--- config.mk ---
export PLATFORM = sky130hd
export DESIGN_NAME = registro_pipe_vec
export DESIGN_NICKNAME = d
export VERILOG_FILES = /design/src/rtl/registro_pipe_vec.sv
export SDC_FILE = /design/constraint.sdc
export NUM_CORES = 1
export LEC_CHECK = 0
export CAP_MARGIN = 20
export CELL_PAD_IN_SITES_DETAIL_PLACEMENT = 1
export CELL_PAD_IN_SITES_GLOBAL_PLACEMENT = 2
export CORE_UTILIZATION = 43
export CTS_CLUSTER_DIAMETER = 80
export CTS_CLUSTER_SIZE = 14
export DETAILED_ROUTE_END_ITERATION = 16
export DONT_BUFFER_PORTS = 1
export MAX_ROUTING_LAYER = met4
export PLACE_DENSITY = 0.9
export SLEW_MARGIN = 30
export SYNTH_ARGS = -nofsm -noshare
export SYNTH_HDL_FRONTEND = slang
export SYNTH_SLANG_ARGS = --single-unit
--- constraint.sdc ---
create_clock -name clk -period 3.5 [get_ports clk]
set_input_delay 0.7 -clock clk [delete_from_list [all_inputs] [get_ports clk]]
set_output_delay 0.7 -clock clk [all_outputs]
set_load 0.02 [all_outputs]
--- src/rtl/registro_pipe_vec.sv ---
// Pipeline register for vector operands with valid/ready handshake.
// REG_PIPE_SKID_EN adds a skid entry and a registered in_ready.
module registro_pipe_vec #(
    parameter int LANES  = 4,
    parameter int LANE_W = 8,
    parameter int NVEC   = 3,
    parameter int SCA_W  = 8,
    parameter int CTRL_W = 16
) (
    input  logic                          clk,
    input  logic                          rst_n,
    input  logic                          flush,
    input  logic                          in_valid,
    output logic                          in_ready,
    input  logic [CTRL_W-1:0]             in_ctrl,
    input  logic [NVEC*LANES*LANE_W-1:0]  in_vec,
    input  logic [SCA_W-1:0]              in_sca,
    output logic                          out_valid,
    input  logic                          out_ready,
    output logic [CTRL_W-1:0]             out_ctrl,
    output logic [NVEC*LANES*LANE_W-1:0]  out_vec,
    output logic [SCA_W-1:0]              out_sca,
    output logic [15:0]                   stall_cnt
);
    localparam int VEC_W = NVEC * LANES * LANE_W;

    logic              valid_q, valid_d;
    logic [CTRL_W-1:0] ctrl_q, ctrl_d;
    logic [VEC_W-1:0]  vec_q, vec_d;
    logic [SCA_W-1:0]  sca_q, sca_d;
    logic [15:0]       stall_q, stall_d;
    logic              take;
    logic              pop;

    assign take = in_valid && in_ready;
    assign pop  = valid_q && out_ready;

`ifdef REG_PIPE_SKID_EN
    logic              skid_valid_q, skid_valid_d;
    logic [CTRL_W-1:0] skid_ctrl_q, skid_ctrl_d;
    logic [VEC_W-1:0]  skid_vec_q, skid_vec_d;
    logic [SCA_W-1:0]  skid_sca_q, skid_sca_d;

    // Only registered state and flush reach in_ready; out_ready does not.
    assign in_ready = rst_n && !flush && !skid_valid_q;

    always_comb begin
        valid_d      = valid_q;
        ctrl_d       = ctrl_q;
        vec_d        = vec_q;
        sca_d        = sca_q;
        skid_valid_d = skid_valid_q;
        skid_ctrl_d  = skid_ctrl_q;
        skid_vec_d   = skid_vec_q;
        skid_sca_d   = skid_sca_q;
        if (flush) begin
            valid_d      = 1'b0;
            skid_valid_d = 1'b0;
        end else if (!valid_q || pop) begin
            if (skid_valid_q) begin
                valid_d      = 1'b1;
                ctrl_d       = skid_ctrl_q;
                vec_d        = skid_vec_q;
                sca_d        = skid_sca_q;
                skid_valid_d = 1'b0;
            end else if (take) begin
                valid_d = 1'b1;
                ctrl_d  = in_ctrl;
                vec_d   = in_vec;
                sca_d   = in_sca;
            end else begin
                valid_d = 1'b0;
            end
        end else if (take) begin
            skid_valid_d = 1'b1;
            skid_ctrl_d  = in_ctrl;
            skid_vec_d   = in_vec;
            skid_sca_d   = in_sca;
        end
    end

    always_ff @(posedge clk or negedge rst_n) begin
        if (!rst_n) begin
            skid_valid_q <= 1'b0;
            skid_ctrl_q  <= '0;
            skid_vec_q   <= '0;
            skid_sca_q   <= '0;
        end else begin
            skid_valid_q <= skid_valid_d;
            skid_ctrl_q  <= skid_ctrl_d;
            skid_vec_q   <= skid_vec_d;
            skid_sca_q   <= skid_sca_d;
        end
    end
`else
    assign in_ready = rst_n && !flush && (!valid_q || out_ready);

    always_comb begin
        valid_d = valid_q;
        ctrl_d  = ctrl_q;
        vec_d   = vec_q;
        sca_d   = sca_q;
        if (flush) begin
            valid_d = 1'b0;
        end else if (take) begin
            valid_d = 1'b1;
            ctrl_d  = in_ctrl;
            vec_d   = in_vec;
            sca_d   = in_sca;
        end else if (pop) begin
            valid_d = 1'b0;
        end
    end
`endif

    always_comb begin
        stall_d = stall_q;
        if (valid_q && !out_ready && !flush && stall_q != 16'hFFFF) begin
            stall_d = stall_q + 16'd1;
        end
    end

    always_ff @(posedge clk or negedge rst_n) begin
        if (!rst_n) begin
            valid_q <= 1'b0;
            ctrl_q  <= '0;
            vec_q   <= '0;
            sca_q   <= '0;
            stall_q <= '0;
        end else begin
            valid_q <= valid_d;
            ctrl_q  <= ctrl_d;
            vec_q   <= vec_d;
            sca_q   <= sca_d;
            stall_q <= stall_d;
        end
    end

    // Bubbles must never carry live control bits downstream.
    assign out_valid = valid_q;
    assign out_ctrl  = valid_q ? ctrl_q : '0;
    assign out_vec   = vec_q;
    assign out_sca   = sca_q;
    assign stall_cnt = stall_q;
endmodule

# Yosys cells after proc, flatten, opt, wreduce, memory -nomap -nowiden
# Index checks and enable logic that the tools add are counted.
# word_totals
ram_bits	0
register_bits	137
latchBits	0
n_memories	0
wordCells	25
romBits	0
# op_classes
reduce_logical	13
n_lt_le_gt_ge	0
shifts	0
n_eq_ne	1
n_mux	4
bitwise	1
n_mul	0
n_addsub	1
div	0
# ops
op	count
16-bit by 1-bit adder with 16-bit output (second input constant)	1
16-bit 2-to-1 mux	1
16-bit != test (second input constant)	1
1-bit logical AND	7
1-bit logical NOT	3
1-bit 2-to-1 mux	3
3-bit nonzero test	1
2-bit AND reduction	1
1-bit logical OR	1
1-bit inverter	1

# Logic depth before layout (Yosys ltp)
# depth
word_depth	6
ltp_mapped	6
depth_no_buf	5

# Worst setup path before layout
# No wires, ideal clock.
# synth_path
kind	input to register
start	in out_ready
end	reg sca_q[4] (netlist: out_sca[4])
n_path_buf	2
setup_time_ps	128
t_arrival_ps	1864
setup_slack_ps	1508
cell_stages	6
cell_sequence	nor2b_1 > nor3b_2 > nand2_1 > buf_6 > buf_6 > mux2_1
# synth_via
elab_chain_cells	4
# synth_lines
item	line	text
start: declaration	19	input logic out_ready,
1-bit logical OR	96	assign in_ready = rst_n && !flush && (!valid_q || out_ready);
1-bit logical AND	96	
named net in_ready	14	output logic in_ready,
1-bit logical AND	35	assign take = in_valid && in_ready;
2-bit AND reduction (no source line)	-	
end signal: assignment	128	sca_q <= '0;
end signal: assignment	134	sca_q <= sca_d;
end: declaration	30	logic [SCA_W-1:0] sca_q, sca_d;
# The timed path passes the listed nets, and every way through them passes these cells.
# A chain may end at the register's enable or synchronous reset.

# Worst setup path after layout
# layout_path
start	reg valid_q (netlist: out_valid)
end	reg vec_q[56] (netlist: out_vec[56])
# layout_via
elab_chain_cells	5
# layout_lines
item	line	text
start: declaration	27	logic valid_q, valid_d;
start signal: assignment	131	valid_q <= valid_d;
1-bit logical NOT	96	
1-bit logical OR	96	
1-bit logical AND	96	
named net in_ready	14	
1-bit logical AND	35	
2-bit AND reduction (no source line)	-	
end signal: assignment	133	vec_q <= vec_d;
end: declaration	29	logic [VEC_W-1:0] vec_q, vec_d;
# The timed path passes the listed nets, and every way through them passes these cells.

==> impl_results.md <==
- Run status: finished with violations
- Failing checks: hold timing
- Most common cell after layout, fill and taps aside: dfrtp_1
- Synth Area in Adders: 0.230%
- Worst Tran Pin Value: 0.609 ns
- Largest family of logic cells by synthesized area: multiplexers
- Number of nets still failing antenna checks after routing: 0
- Final clock skew: 0.00889 ns
- Post-synthesis simple-gate area fraction: 6.55%
- Wirelength per Cell: 22.1 µm
- Total GRT Usage: 19.0%
- Final setup fails: 0
- CTS buffer count: 17
- Die Area: 13100 µm²
- Syn avg cell area: 15.7 µm²
- Worst hold slack: -0.0129 ns
- Synth Register Bits: 137
- Leak Pwr: 2.74 nW
- Peak supply drop: 0.261 mV
- Clock Latency Late Sink: 0.41 ns
- Layout cell share with drive strength beyond 1: 19.3%
- DP Wirelength: 8460 µm
- Ys Warns: 0
- DRT iter0 DRCs: 107
- Critical Path RT: 3.77 ns
- Fill count: 1171
- Max clock buf depth: 2
- Num rows: 40
- Post-DR vias/cell: 5.40
- First-pass GRT wire length: 18000 µm
- Fmax achieved: 0.395 GHz
- Worst-path clk slew: 0.06 ns
- Area delta synth->final: 13.4%
- Post-CTS setup buffers: 0
- Crit path max fanout: 42
- WS Path Type: reg2reg
- Final core utilization: 50.8%
- Post-CTS Resized: 0
- Port Buffer Count: 0
- Die extent in y: 115 µm
- Register area share after synthesis: 63.0%
- Unique masters post-synth: 32
- Number of global-route vias before repair: 3172
- CP arrival: 2.80 ns
- Crit. End Element: register
- TritonRoute pass-1 iters: 4
- Power per cell area: 751 nW/µm²
- CP Launch Point: out_valid
- Largest net degree at the start of global routing: 139
- Total length of routed wires: 11900 µm
- Period Utilization, post-route: 72.3%
- Placer Congestion: 0.718
- Slew headroom: 59.1%
- Clock net sink count: 137
- Synth Instances: 347
- CP startpoint kind: register
- Period minus WS final: 2.53 ns
- Fin. max-slew vios: 0
- Net Count, Synth: 473
- CTS tree: built
- Clk root buf: clkbuf_16
- Total core area: 12200 µm²
- Hold crit path type: in2async
- Post-route DRC: 0
- Setup TNS: 0 ns
- Final Net Count: 480
- RSZ-0062 raised after global routing: no
- Endpoints failing hold: 51
- Starting Density: 44.8%
- Die Wd: 115 µm
- Reg2reg start: out_valid
- Max-cap viol count: 0
- Mapped Area: 5450 µm²
- Gr ovfl total: 0
- Initial antenna violation count: 2
- Num ports: 263
- Max H-tree Level: 4
- Reg2reg setup slack: 0.97 ns
- XOR/XNOR share of the synthesized area: 2.25%
- Multi-input logic area: 1880 µm²
- DR vias: 2902
- Compound-Gate Fraction of Synth Area: 0.115%
- Storage element area: 3430 µm²
- Mux cell area share after synthesis: 25.3%
- Most frequent cells in the layout: dfrtp_1, mux2_1, mux2_2
worst max-delay path, stage by stage, from the launching register on:
cell     delay, ns
dfrtp_1       0.61
nor2b_1       0.26
nor3b_2       0.47
nand2_4       0.24
buf_4         0.36
mux2_1        0.41
sequential cells by signal (all words and copies together) (netlist names):
name       count
out_sca        8
ctrl_q        16
out_valid      1
out_vec       96
stall_cnt     16
kinds of logic (layout without fill, tap and decap cells):
logic type                 count (synthesis)  after routing
muxes                                    122            122
and+or+nand+nor                           55             55
AOI/OAI and AO/OA                          1              1
DFF                                      137            137
adders and majority gates                  1              1
buffers and inverters                     17             37
xor gates and xnor gates                  14             14
other                                      0              2
power by group:
part / internal [mW] / switching [mW] / total (mW)
clock: 1.21 / 0.644 / 1.85
sequential: 1.89 / 0.574 / 2.46
combinational: 0.197 / 0.128 / 0.326
total: 3.29 / 1.35 / 4.64
final timing paths:
check | end | cells after the start
worst min register to register | ctrl_q[7] | 1
worst min-delay path | out_valid | 0
min in group clk | out_vec[33] | 1
worst max-delay path | out_vec[56] | 5
worst max register to register | out_vec[56] | 5
max in group asynchronous | out_vec[39] | 0
cell type report:
type / instances / share of cell area (%)
sequential: 137 / 55.5
multi-input combinational: 193 / 30.5
clock buffer: 20 / 7.23
tap: 168 / 3.40
clock inverter: 12 / 2.80
timing repair buffer: 3 / 0.365
inverter: 2 / 0.122
antenna: 2 / 0.0811
through the flow:
step / total power, mW / setup WS [ns] / instances / hold WS (ns) / cell area, µm²
after floorplan: 2.68 / 1.51 / 347 / 0.404 / 5450
after global placement: 2.77 / 1.07 / 503 / 0.408 / 5550
after detailed placement: 2.82 / 0.973 / 503 / 0.408 / 5550
after CTS: 4.70 / 0.937 / 535 / -0.0322 / 6170
after global routing: 4.82 / 0.838 / 537 / -0.0389 / 6170
final: 4.64 / 0.970 / 537 / -0.0129 / 6170
synth_stat cells, drive strengths merged:
cell / n / area [µm²]
and2: 17 / 106
a31oi: 1 / 6.26
inv: 2 / 7.51
nor3: 6 / 30.0
or4: 1 / 7.51
nand4: 4 / 31.3
nor3b: 5 / 42.5
or3b: 1 / 8.76
xnor2: 4 / 35.0
nor2b: 1 / 6.26
and4bb: 1 / 12.5
nand2: 8 / 30.0
nor4: 2 / 27.5
ha: 1 / 12.5
and4: 1 / 8.76
dfrtp: 137 / 3430
buf: 13 / 128
clkbuf: 2 / 7.51
xor2: 10 / 87.6
nand3: 4 / 20.0
mux2: 121 / 1370
mux2i: 1 / 10.0
and3: 1 / 6.26
nand4b: 1 / 8.76
nor2: 2 / 10.0
routing by layer:
layer  vias to the layer above  routed length (µm)  global-route usage [%]
met2                       163                6360                    32.2
met1                      1485                4160                    19.5
met4                         0                 159                    7.10
met5                         -                   0                       -
li1                       1234                   -                       -
met3                        20                1190                    8.21
Power figures use the tool's default switching activity.
